[src/rtl/slow_clock_meter.sv]
// Measures period and high time of an asynchronous slow input in fastclock cycles,
// with a one-cycle valid strobe per input cycle and a stall timeout.
module slow_clock_meter #(
  parameter int              WIDTH   = 20,
  parameter logic [WIDTH-1:0] TIMEOUT = 20'hFFFFF
) (
  input  logic             fastclock,
  input  logic             reset,
  input  logic             slowclock_in,
  output logic [WIDTH-1:0] period,
  output logic [WIDTH-1:0] high_time,
  output logic             valid,
  output logic             locked,
  output logic             stalled
);

  typedef enum logic [1:0] {
    IDLE,
    FIRST,
    LOCKED
  } state_t;

  localparam logic [WIDTH-1:0] ONE = WIDTH'(1);

  logic             s1, s2, s3;
  logic             rise, fall;
  logic [WIDTH-1:0] cnt_reg;
  logic [WIDTH-1:0] hi_lat_reg;
  state_t           state_reg, state_next;
  logic [WIDTH-1:0] period_reg, period_next;
  logic [WIDTH-1:0] high_reg, high_next;
  logic             valid_reg, valid_next;
  logic             locked_reg, locked_next;
  logic             stalled_reg, stalled_next;

  // Chain resets high so an input held high across reset release is not seen as a rise.
  always_ff @(posedge fastclock or posedge reset) begin
    if (reset) begin
      s1 <= 1'b1;
      s2 <= 1'b1;
      s3 <= 1'b1;
    end else begin
      s1 <= slowclock_in;
      s2 <= s1;
      s3 <= s2;
    end
  end

  assign rise = s2 & ~s3;
  assign fall = ~s2 & s3;

  always_ff @(posedge fastclock or posedge reset) begin
    if (reset) begin
      cnt_reg    <= '0;
      hi_lat_reg <= '0;
    end else begin
      if (rise)
        cnt_reg <= ONE;
      else if (cnt_reg != TIMEOUT)
        cnt_reg <= cnt_reg + ONE;
      if (fall)
        hi_lat_reg <= cnt_reg;
    end
  end

  always_ff @(posedge fastclock or posedge reset) begin
    if (reset) begin
      state_reg   <= IDLE;
      period_reg  <= '0;
      high_reg    <= '0;
      valid_reg   <= 1'b0;
      locked_reg  <= 1'b0;
      stalled_reg <= 1'b0;
    end else begin
      state_reg   <= state_next;
      period_reg  <= period_next;
      high_reg    <= high_next;
      valid_reg   <= valid_next;
      locked_reg  <= locked_next;
      stalled_reg <= stalled_next;
    end
  end

  always_comb begin
    state_next   = state_reg;
    period_next  = period_reg;
    high_next    = high_reg;
    valid_next   = 1'b0;
    locked_next  = locked_reg;
    stalled_next = stalled_reg;
    case (state_reg)
      IDLE: begin
        if (rise) begin
          state_next   = FIRST;
          stalled_next = 1'b0;
        end
      end
      FIRST, LOCKED: begin
        // A rise coinciding with a saturated counter is a legal maximum-period measurement.
        if (rise) begin
          state_next  = LOCKED;
          period_next = cnt_reg;
          high_next   = hi_lat_reg;
          valid_next  = 1'b1;
          locked_next = 1'b1;
        end else if (cnt_reg == TIMEOUT) begin
          state_next   = IDLE;
          stalled_next = 1'b1;
          locked_next  = 1'b0;
        end
      end
      default: state_next = IDLE;
    endcase
  end

  assign period    = period_reg;
  assign high_time = high_reg;
  assign valid     = valid_reg;
  assign locked    = locked_reg;
  assign stalled   = stalled_reg;

endmodule

[config.mk]
export PLATFORM = sky130hd
export DESIGN_NAME = slow_clock_meter
export DESIGN_NICKNAME = d
export VERILOG_FILES = /design/src/rtl/slow_clock_meter.sv
export SDC_FILE = /design/constraint.sdc
export NUM_CORES = 1
export LEC_CHECK = 0
export CELL_PAD_IN_SITES_DETAIL_PLACEMENT = 1
export CELL_PAD_IN_SITES_GLOBAL_PLACEMENT = 2
export CORE_ASPECT_RATIO = 1.4
export CORE_MARGIN = 4
export CORE_UTILIZATION = 34
export CTS_BUF_LIST = sky130_fd_sc_hd__clkbuf_4 sky130_fd_sc_hd__clkbuf_8 sky130_fd_sc_hd__clkbuf_16
export DETAILED_ROUTE_END_ITERATION = 16
export MAX_ROUTING_LAYER = met4
export PLACE_DENSITY_LB_ADDON = 0.15
export SLEW_MARGIN = 20
export SYNTH_ARGS = -nofsm -noshare
export SYNTH_HDL_FRONTEND = slang
export SYNTH_SLANG_ARGS = --single-unit
export TNS_END_PERCENT = 30
[constraint.sdc]
create_clock -name fastclock -period 3.2 [get_ports fastclock]
set_clock_uncertainty 0.05 [all_clocks]
set_input_delay 0.96 -clock fastclock [delete_from_list [all_inputs] [get_ports fastclock]]
set_output_delay 0.96 -clock fastclock [all_outputs]
set_load 0.005 [all_outputs]
==> impl_metrics.tcl <==
set metrics [dict create \
    drt_wl_total_um 7220 \
    postRouteAntennaNets 0 \
    final_cells 457 \
    netSwitchingPower_mw 0.666 \
    diodes 0 \
    period_share 0.721 \
    p_leak_nw 2.06 \
    yosysWarnings 0 \
    muxShareOfSynthArea 0.192 \
    fin_nets 319 \
    drive_above_1_share 0.273 \
    syn_area_per_cell_um2 13.4 \
    numCtsBuffers 9 \
    startpoint_type "flop" \
    first_pass_iters 4 \
    initial_core_util 0.345 \
    synth_edf_count 0 \
    cp_data_required_time_ns 3.42 \
    crit_path_max_fanout 8 \
    critPathKind "reg -> reg" \
    synth_cell_type_count 36 \
    synthArstFlopShare 1.00 \
    hpwl_um 4740 \
    gp_congestion 0.718 \
    synth-simple-area-share 0.0791 \
    fin_tns_setup_ns 0 \
    drtIter0Drc 53 \
    placed_cells 441 \
    ys.flop_type "dfrtp_1" \
    wl_met1_um 3440 \
    hold_buffers 0 \
    n_fill_cell 1112 \
    power_density_nw_per_um2 649 \
    synth-compound-area-share 0.0522 \
    clock_path_buffers 2 \
    clock_sinks 88 \
    post-route-util 0.437 \
    clk_pin_slew_worst_paths_ns 0.06 \
    wl_met2_um 3430 \
    clkLatencyLatePin_ns 0.33 \
    grt_pass1_vias 2342 \
    clkPwrFrac 0.406 \
    tightest_slew_ns 0.763 \
    avgViaCountPerCell 4.88 \
    cts-root-buf "clkbuf_16" \
    vias 2228 \
    p_int_mw 2.27 \
    max_clock_freq_mhz 433 \
    hold_viol 0 \
    pwr-share-comb 0.149 \
    areaGrowthSynthToFinish_pct 26.6 \
    synthXorXnorAreaFrac 0.0294 \
    yosysSeqAreaShare 0.617 \
    yosys-top-cells-area "dfrtp_1, mux2_2, xnor2_1" \
    period_needed_ns 2.31 \
    coreArea_um2 10300 \
    setup_violations 0 \
    die_y_um 129 \
    pin_count 46 \
    total_power_mw 2.94 \
    dieArea_um2 12200 \
    multi_input_area_um2 1290 \
    grt_max_degree 89 \
    ir_worst_vdd_uv 360 \
    syn-cell-area_um2 3570 \
    wl_per_cell_um 15.8 \
    maxCapViolCount 0 \
    synth_nets 271 \
    ys_ff_latch 88 \
    cts_resized 0 \
    max-slew-margin-rel 0.491 \
    grt_pass1_wl_um 12300 \
    antenna_found_initial 0 \
    synth_fa_ha_area_frac 0.00700 \
    switching_share 0.226 \
    synth_top_family_by_area "multiplexers" \
    post-cts-setup-buffers 0 \
    layout.area.seq_um2 2210 \
    crit_arrival_ns 2.53 \
    dr.max_layer_used "met4" \
    portBuffers 45 \
    rows 44 \
    status "complete, no violations" \
    synthCells 266 \
    die-width_um 94.7 \
    power_frac_seq 0.445 \
    wl_met3_um 213 \
    route.detailed.drc 0 \
    synth_top_area_frac 0.595 \
    worstHoldPathType "reg -> reg" \
    maxSlewViolCount 0 \
    worstSetupEndpointType "flop" \
    grt_overflow 0 \
    rsz0062_at_grt "false" \
    grtUsageTotal 0.135 \
    htree_num_levels 3 \
    cts_tree "done" \
    yosysTopAreaCell "dfrtp_1" \
]
## worst max-delay path, cell delays in order (launching register included)
cell and delay (ns):
dfrtp_1 0.50, ha_1 0.32, and3_1 0.23, and4b_1 0.45, nand2_1 0.27, o31ai_1 0.29
a21o_1 0.14
## final cells by class
class | count | share of cell area
tap | 138 | 0.0381
inverter | 5 | 0.00498
timing repair buffer | 49 | 0.109
clock buffer | 13 | 0.0564
multi-input combinational | 161 | 0.284
sequential | 88 | 0.487
clock inverter | 3 | 0.0199
## synth_stat cells, types with 2 or more instances
library cell  instances
a2111oi_0             2
a211oi_1              4
a21oi_1               8
a31oi_1               5
and3_1                6
buf_1                 3
buf_2                 3
buf_6                 2
clkbuf_1              3
dfrtp_1              85
dfstp_2               3
ha_1                  2
inv_1                 4
mux2_2               60
nand2_1              11
nand3_1              10
nand4_1               3
nor2_1               15
nor2b_1               2
nor3_1                4
o21ai_0               5
or3_1                 2
xnor2_1              11
## path summary, 6_finish.rpt
path	cells past startpoint	slack, ns	from	end
worst max-delay path	6	0.89	cnt_reg[0]	stalled
worst min-delay path	0	0.31	s1	s2
worst max register to register	6	0.89	cnt_reg[0]	stalled
worst min register to register	0	0.31	s1	s2
max in group asynchronous	3	1.65	reset	period[17]
min in group asynchronous	3	1.04	reset	hi_lat_reg[19]
## cells by family (layout without fill, tap and decap cells)
kind of cell / after synthesis / after routing
buf+inv: 17 / 70
fa+ha+maj: 2 / 2
simple gates: 57 / 57
compound gates: 29 / 29
mux: 61 / 61
xor+xnor: 12 / 12
flops: 88 / 88
## per-layer routing
metal	track usage	vias to the layer above
li1	-	1041
met1	0.176	1145
met2	0.200	34
met3	0.0296	8
met4	0.0637	0
met5	-	-
## layout by cell type, fill, tap and decap left out, types with 4 or more instances in the layout
cell / instances
nor3_1: 4
a21oi_1: 8
clkbuf_4: 4
clkdlybuf4s50_1: 45
a211oi_1: 4
clkbuf_16: 9
nor2_1: 15
xnor2_1: 11
and3_1: 6
nand3_1: 10
a31oi_1: 5
o21ai_0: 5
mux2_2: 60
nand2_1: 11
dfrtp_1: 85
## power groups by stage
stage	Clock, mW	Sequential [mW]	Combinational [mW]
global placement	0	1.33	0.434
CTS	1.24	1.31	0.449
detailed placement	0	1.33	0.445
finish	1.19	1.31	0.437
global route	1.28	1.33	0.486
floorplan	0	1.31	0.260
## per-stage QoR
step | setup WS [ns] | hold WS (ns) | cell area, um2
global route | 0.729 | 0.315 | 4530
CTS | 0.874 | 0.314 | 4530
detailed placement | 0.887 | 0.301 | 4180
global placement | 0.864 | 0.305 | 4180
floorplan | 1.06 | 0.295 | 3580
finish | 0.891 | 0.314 | 4530
(Power assumes the default switching activity.)
